--- src/rtl/clock_set_ctrl.sv ---
// Timekeeping and time-set controller for the binary wall clock: BCD HH:MM registers,
// 1 Hz prescaler, debounced mode/inc buttons and a RUN / SET_HOURS / SET_MINUTES FSM.
module clock_set_ctrl #(
    parameter int TICK_DIV  = 12000000,
    parameter int DEBOUNCE  = 120000,
    parameter int BLINK_DIV = 3000000
) (
    input  logic       hwclk,
    input  logic       rst,
    input  logic       btn_mode,
    input  logic       btn_inc,
    output logic [3:0] dm0,
    output logic [3:0] dm1,
    output logic [3:0] dh0,
    output logic [3:0] dh1,
    output logic [1:0] mode,
    output logic       blank_h,
    output logic       blank_m,
    output logic       sec_tick
);

    localparam int PW = (TICK_DIV  > 1) ? $clog2(TICK_DIV)  : 1;
    localparam int DW = (DEBOUNCE  > 1) ? $clog2(DEBOUNCE)  : 1;
    localparam int BW = (BLINK_DIV > 1) ? $clog2(BLINK_DIV) : 1;

    localparam logic [1:0] S_RUN     = 2'd0;
    localparam logic [1:0] S_HOURS   = 2'd1;
    localparam logic [1:0] S_MINUTES = 2'd2;

    logic [1:0] w_raw;
    logic [1:0] w_press;

    assign w_raw = {btn_inc, btn_mode};

    genvar gi;
    generate
        for (gi = 0; gi < 2; gi++) begin : g_btn
            logic          r_sync1;
            logic          r_sync2;
            logic          r_level;
            logic          r_level_d;
            logic [DW-1:0] r_cnt;

            always_ff @(posedge hwclk) begin
                if (rst) begin
                    r_sync1   <= 1'b0;
                    r_sync2   <= 1'b0;
                    r_level   <= 1'b0;
                    r_level_d <= 1'b0;
                    r_cnt     <= '0;
                end else begin
                    r_sync1   <= w_raw[gi];
                    r_sync2   <= r_sync1;
                    r_level_d <= r_level;
                    if (r_sync2 == r_level) begin
                        r_cnt <= '0;
                    end else if (r_cnt == DW'(DEBOUNCE - 1)) begin
                        r_level <= r_sync2;
                        r_cnt   <= '0;
                    end else begin
                        r_cnt <= r_cnt + 1'b1;
                    end
                end
            end

            assign w_press[gi] = r_level & ~r_level_d;
        end
    endgenerate

    logic [PW-1:0] r_presc;
    logic [BW-1:0] r_blink_cnt;
    logic          r_phase;
    logic [5:0]    r_sec;
    logic [3:0]    r_dm0, r_dm1, r_dh0, r_dh1;
    logic [1:0]    r_mode;
    logic          r_sec_tick;

    logic       w_mode_ev;
    logic       w_inc_ev;
    logic       w_wrap;
    logic [7:0] w_hour_next;
    logic [7:0] w_min_next;

    // A mode press swallows a simultaneous inc press.
    assign w_mode_ev = w_press[0];
    assign w_inc_ev  = w_press[1] & ~w_press[0];
    assign w_wrap    = (r_presc == PW'(TICK_DIV - 1));

    function automatic logic [7:0] hour_inc(input logic [3:0] t, input logic [3:0] u);
        if (t == 4'd2 && u == 4'd3) return 8'h00;
        else if (u == 4'd9)         return {t + 4'd1, 4'd0};
        else                        return {t, u + 4'd1};
    endfunction

    function automatic logic [7:0] min_inc(input logic [3:0] t, input logic [3:0] u);
        if (u != 4'd9)      return {t, u + 4'd1};
        else if (t == 4'd5) return 8'h00;
        else                return {t + 4'd1, 4'd0};
    endfunction

    assign w_hour_next = hour_inc(r_dh1, r_dh0);
    assign w_min_next  = min_inc(r_dm1, r_dm0);

    always_ff @(posedge hwclk) begin
        if (rst) begin
            r_presc     <= '0;
            r_blink_cnt <= '0;
            r_phase     <= 1'b0;
            r_sec       <= 6'd0;
            r_dm0       <= 4'd0;
            r_dm1       <= 4'd0;
            r_dh0       <= 4'd0;
            r_dh1       <= 4'd0;
            r_mode      <= S_RUN;
            r_sec_tick  <= 1'b0;
        end else begin
            r_sec_tick <= 1'b0;

            // No tick is issued on the cycle RUN is left, so sec_tick never shows in a set mode.
            if (r_mode == S_RUN && !w_mode_ev) begin
                if (w_wrap) begin
                    r_presc    <= '0;
                    r_sec_tick <= 1'b1;
                end else begin
                    r_presc <= r_presc + 1'b1;
                end
            end else begin
                r_presc <= '0;
            end

            if (r_sec_tick) begin
                if (r_sec == 6'd59) begin
                    r_sec <= 6'd0;
                    {r_dm1, r_dm0} <= w_min_next;
                    if (r_dm1 == 4'd5 && r_dm0 == 4'd9)
                        {r_dh1, r_dh0} <= w_hour_next;
                end else begin
                    r_sec <= r_sec + 6'd1;
                end
            end

            if (w_mode_ev) begin
                case (r_mode)
                    S_RUN:     r_mode <= S_HOURS;
                    S_HOURS:   r_mode <= S_MINUTES;
                    S_MINUTES: begin
                        r_mode <= S_RUN;
                        r_sec  <= 6'd0;
                    end
                    default:   r_mode <= S_RUN;
                endcase
            end else if (w_inc_ev) begin
                if (r_mode == S_HOURS) begin
                    {r_dh1, r_dh0} <= w_hour_next;
                end else if (r_mode == S_MINUTES) begin
                    {r_dm1, r_dm0} <= w_min_next;
                    r_sec <= 6'd0;
                end
            end

            // Restart blinking visible whenever the edited field changes or is entered.
            if (w_mode_ev || (w_inc_ev && r_mode != S_RUN) || r_mode == S_RUN) begin
                r_blink_cnt <= '0;
                r_phase     <= 1'b0;
            end else if (r_blink_cnt == BW'(BLINK_DIV - 1)) begin
                r_blink_cnt <= '0;
                r_phase     <= ~r_phase;
            end else begin
                r_blink_cnt <= r_blink_cnt + 1'b1;
            end
        end
    end

    assign dm0      = r_dm0;
    assign dm1      = r_dm1;
    assign dh0      = r_dh0;
    assign dh1      = r_dh1;
    assign mode     = r_mode;
    assign sec_tick = r_sec_tick;
    assign blank_h  = r_phase & (r_mode == S_HOURS);
    assign blank_m  = r_phase & (r_mode == S_MINUTES);

endmodule

--- config.mk ---
export PLATFORM = sky130hd
export DESIGN_NAME = clock_set_ctrl
export DESIGN_NICKNAME = d
export VERILOG_FILES = /design/src/rtl/clock_set_ctrl.sv
export SDC_FILE = /design/constraint.sdc
export NUM_CORES = 1
export LEC_CHECK = 0
export ABC_AREA = 1
export CORE_ASPECT_RATIO = 0.6
export CORE_MARGIN = 2
export CORE_UTILIZATION = 55
export CTS_CLUSTER_SIZE = 25
export DETAILED_ROUTE_END_ITERATION = 10
export GPL_TIMING_DRIVEN = 0
export PLACE_DENSITY = 0.74
export SLEW_MARGIN = 5
export SYNTH_ARGS = -nofsm -noshare
export SYNTH_HDL_FRONTEND = slang
export SYNTH_SLANG_ARGS = --single-unit
--- constraint.sdc ---
create_clock -name hwclk -period 1.69 [get_ports hwclk]
set_input_delay 0.2535 -clock hwclk [delete_from_list [all_inputs] [get_ports hwclk]]
set_output_delay 0.2535 -clock hwclk [all_outputs]
set_load 0.02 [all_outputs]
==> flow_summary_export.csv <==
group,metric,value,unit
outcome,status,"complete, no violations",
sta,period_share,98.7,%
critical_path,crit_type,"flop to primary output",
placed_design,post_dp_cell_area,0.00599,mm^2
pwr,powerDensity,952,mW/mm^2
critical_path,worstPathCellList,"clkdlybuf4s50_1",
drt,first_iter_violations,341,
clock_tree,htree_levels,4,
synthesis,syn_area,0.00558,mm^2
drt,first_pass_iters,5,
global_route,grt_usage,24.6,%
synthesis,avgSynthCellArea,6.92,um^2
clock_tree,hold_buffers,0,
placed_design,dp_hpwl,9.15,mm
cells_and_area,nets,865,
synthesis,synth_edf_count,0,
clock_tree,cts_root_buf,"clkbuf_16",
drt,via_per_inst,5.31,
cells_and_area,area_delta_synth_final,20.1,%
critical_path,startpoint_type,"flop",
clock_tree,clockBufferDepth,2,
critical_path,cp_max_fo,4,
critical_path,path_buf_inv,1,
cells_and_area,fin_area,0.00671,mm^2
critical_path,critPathCaptureType,"primary output",
sta,slew_viol_final,0,
critical_path,critPathRequiredTime,1.44,ns
drt,post-route-drc-count,0,
synthesis,ys.flop_type,"dfxtp_1",
global_route,grt_pass1_wl,21.5,mm
sta,fin_worst_hold_slack,0.373,ns
clock_tree,clk_pin_slew,0.06,ns
critical_path,cpLargestDelayFamily,"buffers and inverters",
min_path,min-delay-path-class,"primary input to flop",
placed_design,numPortBuffers,24,
synthesis,ys_types,33,
global_route,antenna_found_initial,0,
global_route,overflow,0,
sta,fin_skew,0.0114,ns
critical_path,slowest_stage,"clkdlybuf4s50_1",
flow_run,drv_cap,0,
sta,slew_headroom,66.8,%
floorplan,initial_utilization,56.5,%
synthesis,ys_warn_count,0,
global_route,grt_max_degree,17,
drt,ant_nets,0,
clock_tree,numClockSinks,114,
cells_and_area,drive_gt1_share,11.1,%
sta,layout_min_cycle_time,1.67,ns
clock_tree,cts_buffers,17,
sta,tightest_slew,0.499,ns
cells_and_area,final_core_util,67.9,%
sta,max_freq,599,MHz
synthesis,syn_inst,807,
global_route,grt_pass1_vias,4786,
synthesis,async_flop_share,0,%
synthesis,ys_ff_latch,114,
sta,setup_viol,0,
critical_path,cp_data_arrival_time,1.41,ns
clock_tree,cts_tree,"done",
synthesis,syn_nets,820,
floorplan,die_h,82.0,um
cells_and_area,n_fill_cell,856,
synthesis,seq_area_frac_synth,40.9,%
critical_path,rrSetupSlack,0.11,ns
clock_tree,clk_latency,0.42,ns
pwr,peakVddDrop,0.748,mV
cells_and_area,final_cell_mix,"161 x nor2_1, 149 x nand2_1, 110 x dfxtp_1",
drt,finalWirelength,12.9,mm
sta,hold_viol_final,0,
drt,avgRoutedWirePerCell,12.9,um
floorplan,placementRows,28,
critical_path,slowest_delay,0.62,ns
floorplan,die_area,0.0110,mm^2
drt,vias,5308,
floorplan,core_area,0.00988,mm^2
cells_and_area,n_antenna_cell,0,
cells_and_area,layout_commonest_cell,"nor2_1",
floorplan,ios,25,
floorplan,die_w,134,um
pwr,p_leak,2.47,nW
placed_design,gp_congestion,0.909,
[per-stage QoR]
stage	setup TNS [ns]	std cells	power [W]	setup WS, ns
floorplan	0	807	0.00281	0.268
global placement	-2.26	966	0.00284	-0.207
detailed placement	-3.15	966	0.00284	-0.245
CTS	-0.0138	999	0.00642	-0.0138
global route	-0.0383	1000	0.00656	-0.0124
finish	0	1000	0.00639	0.0219
[what timing repair did]
item	in CTS	in global routing
cloned	0	0
setup buffers	1	2
endpoints found under the setup margin	45	68
resized for setup	23	29
pin swaps	1	5
[power breakdown]
group	internal [W]	switching, W	leakage (nW)
clock	0.00228	0.00131	0.288
sequential	0.00270	0.00000884	0.921
combinational	0.0000281	0.0000500	1.26
total	0.00501	0.00137	2.47
[layer usage]
| layer | track usage [%] | wire length, um | up-vias | share of wire, % |
|---|---|---|---|---|
| met5 | 0 | 0 | - | 0 |
| met4 | 9.79 | 209 | 0 | 1.6 |
| met3 | 5.31 | 686 | 26 | 5.3 |
| met2 | 39.1 | 5630 | 149 | 44 |
| met1 | 32.9 | 6340 | 2462 | 49 |
| li1 | - | - | 2671 | - |
[registers in the layout (all words and copies together) (netlist names)]
signal           count
r_phase              1
mode                 2
dm0                  4
dh0                  4
sec_tick             1
dh1                  4
r_presc             24
g_btn.r_cnt         34
r_blink_cnt         22
g_btn.r_level        2
g_btn.r_sync2        2
dm1                  4
r_sec                6
g_btn.r_sync1        2
g_btn.r_level_d      2
[cells by family (layout without fill, tap and decap cells)]
kind of cell | after synthesis | count (layout) | share of synthesized area, %
adders and majority gates | 9 | 9 | 2.02
and+or+nand+nor | 470 | 470 | 37.7
buffers and inverters | 114 | 172 | 8.31
xor gates and xnor gates | 27 | 27 | 4.24
AOI/OAI and AO/OA | 72 | 72 | 6.68
DFF | 114 | 114 | 40.9
muxes | 1 | 1 | 0.179
[layout make-up]
| cell class | count | area (um^2) | area share [%] |
|---|---|---|---|
| Timing Repair Buffer | 27 | 249 | 3.71 |
| Clock inverter | 12 | 133 | 1.98 |
| Sequential cell | 114 | 2290 | 34.1 |
| Clock buffer | 20 | 467 | 6.96 |
| Buffer | 9 | 80.1 | 1.19 |
| Tap cell | 135 | 169 | 2.52 |
| Multi-Input combinational cell | 579 | 2930 | 43.7 |
| Inverter | 104 | 393 | 5.86 |
[Yosys cell counts, types with 7 or more instances]
library cell,instances,area [um^2]
inv_1,96,360
nor3_1,29,145
nand2_1,153,574
nand3_1,53,265
xor2_1,19,166
a21oi_1,43,215
nand4_1,24,150
inv_2,8,30.0
nor2_1,164,616
dfxtp_1,114,2280
xnor2_1,8,70.1
o21ai_0,21,105
ha_1,9,113
nand2_2,10,62.6
or2_0,7,43.8
nor3_2,8,80.1
[path summary, 6_finish.rpt]
check / cells after the start / endpoint / from
setup / recovery: 1 / dh1[1] / dh1[1]
hold / removal: 3 / g_btn[0].r_sync1 / btn_mode
setup reg to reg: 9 / r_blink_cnt[4] / r_blink_cnt[0]
hold reg to reg: 2 / g_btn[1].r_sync2 / g_btn[1].r_sync1
No activity file was read; power rests on OpenSTA's default activity.
